===== src/rtl/fetch_unit.sv =====
// fetch_unit: instruction fetch and next-PC sequencer for the single-cycle core.
// Fetches over a req/ready port, issues the word to the decoder, then resolves jr/jump/branch.
module fetch_unit #(
    parameter logic [31:0] RESET_PC = 32'h0000_0000
) (
    input  logic        clk,
    input  logic        rst,
    output logic        imem_req,
    output logic [31:0] imem_addr,
    input  logic        imem_ready,
    input  logic [31:0] imem_rdata,
    output logic [31:0] instr,
    output logic [5:0]  opcode,
    output logic        instr_valid,
    output logic [31:0] pc,
    output logic [31:0] pc_plus4,
    input  logic        exec_done,
    input  logic        jump,
    input  logic        branch,
    input  logic        zero,
    input  logic        adr_r31,
    input  logic [31:0] r31_data,
    output logic [31:0] instr_count,
    output logic        err_misalign
);

    typedef enum logic [1:0] {
        IDLE  = 2'd0,
        FETCH = 2'd1,
        ISSUE = 2'd2
    } state_t;

    state_t      state_q;
    logic        started_q;
    logic        req_q;
    logic        valid_q;
    logic [31:0] pc_q;
    logic [31:0] instr_q;
    logic [31:0] count_q;
    logic        err_q;

    logic [31:0] pc_plus4_w;
    logic [31:0] branch_off;
    logic [31:0] jr_target;
    logic [31:0] jump_target;
    logic [31:0] pc_d;
    logic        misalign_d;

    // Next-PC selection: jr beats jump beats a taken branch beats fall-through.
    always_comb begin
        pc_plus4_w  = pc_q + 32'd4;
        branch_off  = {{14{instr_q[15]}}, instr_q[15:0], 2'b00};
        jr_target   = {r31_data[31:2], 2'b00};
        jump_target = {pc_plus4_w[31:28], instr_q[25:0], 2'b00};
        pc_d        = pc_plus4_w;
        misalign_d  = 1'b0;
        if (adr_r31) begin
            pc_d       = jr_target;
            misalign_d = |r31_data[1:0];
        end else if (jump) begin
            pc_d = jump_target;
        end else if (branch && zero) begin
            pc_d = pc_plus4_w + branch_off;
        end
    end

    // IDLE waits one extra cycle after reset release so the first request
    // appears on the second edge with reset high.
    always_ff @(posedge clk) begin
        if (!rst) begin
            state_q   <= IDLE;
            started_q <= 1'b0;
            req_q     <= 1'b0;
            valid_q   <= 1'b0;
            pc_q      <= RESET_PC;
            instr_q   <= 32'd0;
            count_q   <= 32'd0;
            err_q     <= 1'b0;
        end else begin
            case (state_q)
                IDLE: begin
                    started_q <= 1'b1;
                    if (started_q) begin
                        state_q <= FETCH;
                        req_q   <= 1'b1;
                    end
                end
                FETCH: begin
                    if (imem_ready) begin
                        instr_q <= imem_rdata;
                        state_q <= ISSUE;
                        req_q   <= 1'b0;
                        valid_q <= 1'b1;
                    end
                end
                ISSUE: begin
                    if (exec_done) begin
                        pc_q    <= pc_d;
                        count_q <= count_q + 32'd1;
                        if (misalign_d) begin
                            err_q <= 1'b1;
                        end
                        state_q <= FETCH;
                        req_q   <= 1'b1;
                        valid_q <= 1'b0;
                    end
                end
                default: begin
                    state_q <= IDLE;
                    req_q   <= 1'b0;
                    valid_q <= 1'b0;
                end
            endcase
        end
    end

    assign imem_req     = req_q;
    assign imem_addr    = pc_q;
    assign instr        = instr_q;
    assign opcode       = instr_q[31:26];
    assign instr_valid  = valid_q;
    assign pc           = pc_q;
    assign pc_plus4     = pc_plus4_w;
    assign instr_count  = count_q;
    assign err_misalign = err_q;

endmodule


===== config.mk =====
export PLATFORM = sky130hd
export DESIGN_NAME = fetch_unit
export DESIGN_NICKNAME = d
export VERILOG_FILES = /design/src/rtl/fetch_unit.sv
export SDC_FILE = /design/constraint.sdc
export NUM_CORES = 1
export LEC_CHECK = 0
export CAP_MARGIN = 40
export CORE_UTILIZATION = 25
export DETAILED_ROUTE_END_ITERATION = 10
export PLACE_DENSITY_LB_ADDON = 0.2
export SYNTH_ARGS = -nofsm -noshare
export SYNTH_HDL_FRONTEND = slang
export SYNTH_SLANG_ARGS = --single-unit

===== constraint.sdc =====
create_clock -name clk -period 3.14 [get_ports clk]
set_input_delay 0.628 -clock clk [delete_from_list [all_inputs] [get_ports clk]]
set_output_delay 0.628 -clock clk [all_outputs]
set_load 0.005 [all_outputs]

# == Word-level counts from Yosys, hierarchy flattened ==
# Cells that the tools add are included.
# totals
register_bits,102
latch_bits,0
out_inout_bits,169
rom_bits,0
mem_bits_rw,0
memories,0
elab_cells,40
# classes
muxes,15
div,0
add_sub_neg,3
shifts,0
n_bitwise,1
reduce_logical,8
n_eq_ne,5
mul,0
order_cmp,0
# ops
cell,count
$mux W32,3
$add A32 B1 Y32 const B,1
$add A32 B3 Y32 const B,1
$add A32 B32 Y32,1
$reduce_and A3 Y1,3
$mux W1,6
$mux W2,3
$ne A2 B2 Y1 const B,3
$pmux W1 S3,2
$pmux W2 S3,1
$reduce_and A2 Y1,2
$eq A2 B1 Y1 const B,1
$eq A2 B2 Y1 const B,1
$logic_not A2 Y1,1
$reduce_or A2 Y1,1
$logic_and A1 B1 Y1,1
$not A1 Y1,1

# == Logic depth before layout (Yosys ltp) ==
# depth
word_depth,5
depth_mapped,16
depth_no_buf,15

# == Worst setup path after synthesis ==
# OpenSTA, ideal clock, no wires.
# synth_path
path_kind,register to register
startpoint,register pc_q[7] (netlist: imem_addr[7])
endpoint,register pc_q[29] (netlist: imem_addr[29])
required_time_ps,3018
stages_incl_launch_ff,14
n_path_buf,0
arrival_time_ps,3325
path_slack_ps,-307
setup_ps,122
path_cell_list,dfxtp_1 > and4_1 > nor3b_4 > and3_1 > xor2_1 > ha_1 > nand3_1 > nor3b_1 > or3_4 > nor4_4 > nor3b_1 > or3_1 > a21oi_1 > o31ai_1
# synth_between
elab_chain_len,5
# synth_rtl
element,line_no,source
"start, declared",37,logic [31:0] pc_q;
"start signal, assigned",98,pc_q <= pc_d;
$add A32 B3 Y32,51,pc_plus4_w = pc_q + 32'd4;
net pc_plus4[13],16,"output logic [31:0] pc_plus4,"
$add A32 B32 Y32,63,pc_d = pc_plus4_w + branch_off;
$mux W32,62,end else if (branch && zero) begin
$mux W32,60,end else if (jump) begin
$mux W32,57,if (adr_r31) begin
# The timed path passes the listed nets, and every way through them passes these cells.
# A chain may end at the register's enable or synchronous reset.

# == Final worst setup path ==
# layout_path
startpoint,register pc_q[2] (netlist: imem_addr[2])
endpoint,register pc_q[30] (netlist: imem_addr[30])
# layout_between
elab_chain_len,5
# layout_rtl
element,line_no
$add A32 B3 Y32 (*),51
$add A32 B32 Y32,63
$mux W32,62
$mux W32 (*),60
$mux W32 (*),57
# Every way passes the cells marked *; elsewhere a longest branch is shown, timed or not.

==> impl_metrics.env <==
export IMPL_largest_net_degree_at_the_start_of_global_routing=44
export IMPL_p_total_uw=3080
export IMPL_timing_critical_path_to_type="flip-flop"
export IMPL_io_buffers=234
export IMPL_cts_tree="yes"
export IMPL_synth_lib_cells_used_distinct=66
export IMPL_vias_in_the_first_global_route=7532
export IMPL_pwr_density_cell_nw_per_um2=271.8
export IMPL_worstHoldPathType="flip-flop to flip-flop"
export IMPL_drt_iter0_drc=350
export IMPL_grt_pass1_wl_um=42130
export IMPL_final_nets=1339
export IMPL_cp_data_required_time_ns=3.39
export IMPL_reg2reg_from="imem_addr[2]$_SDFFE_PN0P_"
export IMPL_path_buf_inv=2
export IMPL_hold_path_endpoint="started_q$_SDFFE_PN0P_"
export IMPL_worstMarginPinSlew_ns=0.7891
export IMPL_tritoncts_num_buffers=9
export IMPL_dr_pass1_iters=11
export IMPL_layout_area_overhead_vs_synth_pct=67.61
export IMPL_final_core_util_pct=43.12
export IMPL_worstReg2RegEnd="imem_addr[30]$_SDFFE_PN0P_"
export IMPL_synthMostInstantiatedCell="sky130_fd_sc_hd__nand2_1"
export IMPL_failing_checks="DRC, setup timing"
export IMPL_cell_chain_of_the_critical_path="ha_4 > and4_4 > buf_6 > nand4_1 > nor2_1 > nand2_1 > xnor2_2 > ha_4 > buf_6 > a21o_1 > a21oi_4 > a311oi_1 > a21oi_1 > a21oi_2 > mux2i_1 > a221o_1"
export IMPL_fin_crit_ns=3.345
export IMPL_finalClockSkew_ns=0.01342
export IMPL_vdd_drop_max_mv=0.3026
export IMPL_crit_type="flip-flop to flip-flop"
export IMPL_design_core_area_um2=26280
export IMPL_power_internal_uw=2176
export IMPL_pwr_share_clk_pct=35.8
export IMPL_cts_root_buf="sky130_fd_sc_hd__clkbuf_16"
export IMPL_postSynth_asyncResetShare_pct=0
export IMPL_netlist_top_cell_by_area="sky130_fd_sc_hd__dfxtp_1"
export IMPL_boundary_pins=241
export IMPL_clock_insertion_delay_worst_skew_ns=0.36
export IMPL_rrSetupSlack_ns=-0.21
export IMPL_finalHoldWorstSlack_ns=0.4640
export IMPL_p_comb_share_pct=21.0
export IMPL_synth_yosys_warnings=0
export IMPL_routed_wl_um=27780
export IMPL_timing_hold_violations_final=0
export IMPL_setup_violations=10
export IMPL_syn_instance_count=896
export IMPL_netSwitchingPower_uw=903.8
export IMPL_critical_path_slowest_cell="sky130_fd_sc_hd__dfxtp_4"
export IMPL_fin_crit_sh_pct=106.5
export IMPL_min_delay_path_depth=2
export IMPL_count_of_final_max_slew_check_failures=0
export IMPL_path_clk_slew_ns=0.08
export IMPL_drv_max_cap_violation_count=0
export IMPL_seq_area_frac_synth_pct=29.32
export IMPL_hold_buffers=0
export IMPL_timing_critical_path_from="imem_addr[2]$_SDFFE_PN0P_"
export IMPL_critical_path_startpoint_type="flip-flop"
export IMPL_grt_use_total_pct=19.37
export IMPL_hpwl_um=21020
export IMPL_synthFlopType="sky130_fd_sc_hd__dfxtp_1"
export IMPL_globalRoute_totalOverflow=0
export IMPL_slew_headroom_pct=46.99
export IMPL_routed_via_density=4.932
export IMPL_finalWorstSetupSlack_ns=-0.2050
export IMPL_critPathTopFamily="compound AO/OA/AOI/OAI gates"
export IMPL_timing_critical_path_fanout_max=5
export IMPL_synth_area_um2=6760
export IMPL_rsz0062_at_grt="true"
export IMPL_ant_nets=0
export IMPL_seqPwrFrac_pct=43.2
export IMPL_ys_ff_latch=99
export IMPL_via_count=7738
export IMPL_gp_routability_congestion=0.8735
export IMPL_leakage_uw=0.004590
export IMPL_clock_sinks=99
export IMPL_drc=4
export IMPL_post_synth_most_frequent_cells="sky130_fd_sc_hd__nand2_1, sky130_fd_sc_hd__dfxtp_1, sky130_fd_sc_hd__a21oi_1"
export IMPL_final_layout_size_suffix_gt1_share_pct=23.50
export IMPL_timing_reg2reg_worst_path_depth=16
export IMPL_netSwitchingFraction_pct=29.34
export IMPL_synth_top_cells_by_area="sky130_fd_sc_hd__dfxtp_1, sky130_fd_sc_hd__nand2_1, sky130_fd_sc_hd__a21oi_1"
export IMPL_dieArea_um2=27700
export IMPL_starting_utilization_of_the_core_area_pct=25.72
export IMPL_rows=59
export IMPL_post_place_ws_ns=-0.2575
export IMPL_die_height_um=166.4
export IMPL_layout_cells_excl_fill=1569
export IMPL_cts_max_level=3
export IMPL_worst_path_largest_cell_delay_ns=0.37
export IMPL_hold_path_startpoint="started_q$_SDFFE_PN0P_"
export IMPL_run_status="complete, but fails checks"
export IMPL_num_antenna_cells=0
export IMPL_detail_route_wl_per_cell_um=17.70
export IMPL_floorplan_die_width_um=166.4
export IMPL_critPathArrivalTime_ns=3.59
export IMPL_ctsLongestPathBuffers=2
export IMPL_post_place_cells=1521
export IMPL_post_synth_cell_area_avg_um2=7.545
export IMPL_number_of_enable_type_register_cells_in_the_synthesized_netlist=0
export IMPL_initial_antenna_violation_count=1
export IMPL_synth_top_area_share_pct=29.32
export IMPL_max_frequency_mhz=299.0
==> power groups by stage <==
stage	clock network [uW]	registers [uW]	logic, uW
4_1_cts	1140	1330	619
2_1_floorplan	0	1360	263
3_3_place_gp	0	1360	604
6_report	1100	1330	646
3_5_place_dp	0	1360	603
5_1_grt	1180	1340	700
==> metrics by stage <==
stage / setup TNS [ns] / instance area (um^2)
finish: -1.442 / 11330
global placement: -1.558 / 10230
detailed placement: -1.931 / 10230
CTS: -1.091 / 10850
global route: -3.856 / 11330
floorplan: -0.01781 / 6945
==> state kept, by name, indices dropped and copies added, names as in the netlist <==
signal / flops
err_misalign: 1
imem_addr: 30
instr_count: 32
started_q: 1
instr_valid: 1
instr: 32
state_q: 2
==> placed cells by master (no fill, tap or decap), drive strengths merged, types with 28 or more instances in the layout <==
| master | Yosys | layout |
|---|---|---|
| nand3 | 32 | 32 |
| clkdlybuf4s50 | 0 | 220 |
| o21ai | 49 | 49 |
| dfxtp | 99 | 99 |
| xnor2 | 44 | 44 |
| buf | 48 | 167 |
| nand2 | 144 | 144 |
| xor2 | 28 | 28 |
| a21oi | 96 | 96 |
| ha | 37 | 37 |
| nor2 | 85 | 85 |
==> layer usage <==
| layer | vias to the layer above | global-route usage, % | routed length, um |
|---|---|---|---|
| met4 | 2 | 5.354 | 438 |
| met2 | 218 | 32.66 | 13290 |
| met5 | - | 0 | 13 |
| met3 | 26 | 3.493 | 1399 |
| li1 | 3833 | - | - |
| met1 | 3659 | 25.23 | 12640 |
==> logic make-up (layout without fill, tap and decap cells) <==
logic type | Yosys count | after routing | share of synthesized area, %
simple gates | 346 | 346 | 23.73
buf+inv | 93 | 426 | 7.533
compound gates | 246 | 246 | 22.75
mux | 1 | 1 | 0.1481
fa+ha+maj | 38 | 38 | 7.144
xor+xnor | 72 | 72 | 9.328
flops | 99 | 99 | 29.32
other cells | 1 | 6 | 0.05547
==> worst min-delay path, cell delays in order (launching register included) <==
cell                      delay (ns)
sky130_fd_sc_hd__dfxtp_1        0.32
sky130_fd_sc_hd__nor2_1         0.05
sky130_fd_sc_hd__nor2_1         0.06
==> cell type report <==
cell class,instances,area [um^2]
Timing Repair Buffer,399,3602
Sequential cell,99,2006
Inverter,11,41.29
Fill cell,2710,14950
Clock buffer,11,232.7
Clock inverter,5,37.54
Tap cell,335,419.2
Multi-Input combinational cell,709,4992
==> how the worst max path moves through the flow <==
stage	depth (start not counted)	slack, ns	to
6_report	16	-0.21	imem_addr[30]$_SDFFE_PN0P_
3_3_place_gp	14	-0.25	imem_addr[19]$_SDFFE_PN0P_
4_1_cts	13	-0.18	imem_addr[19]$_SDFFE_PN0P_
5_1_grt	16	-0.35	imem_addr[30]$_SDFFE_PN0P_
2_1_floorplan	13	-0.02	imem_addr[29]$_SDFFE_PN0P_
3_5_place_dp	14	-0.26	imem_addr[19]$_SDFFE_PN0P_
==> timing repair <==
item,4_1_cts,5_1_grt
pin swaps,38,37
setup buffers,19,17
resized for setup,54,69
endpoints found under the setup margin,31,31
Note: power is estimated with default switching activity, not from simulation.
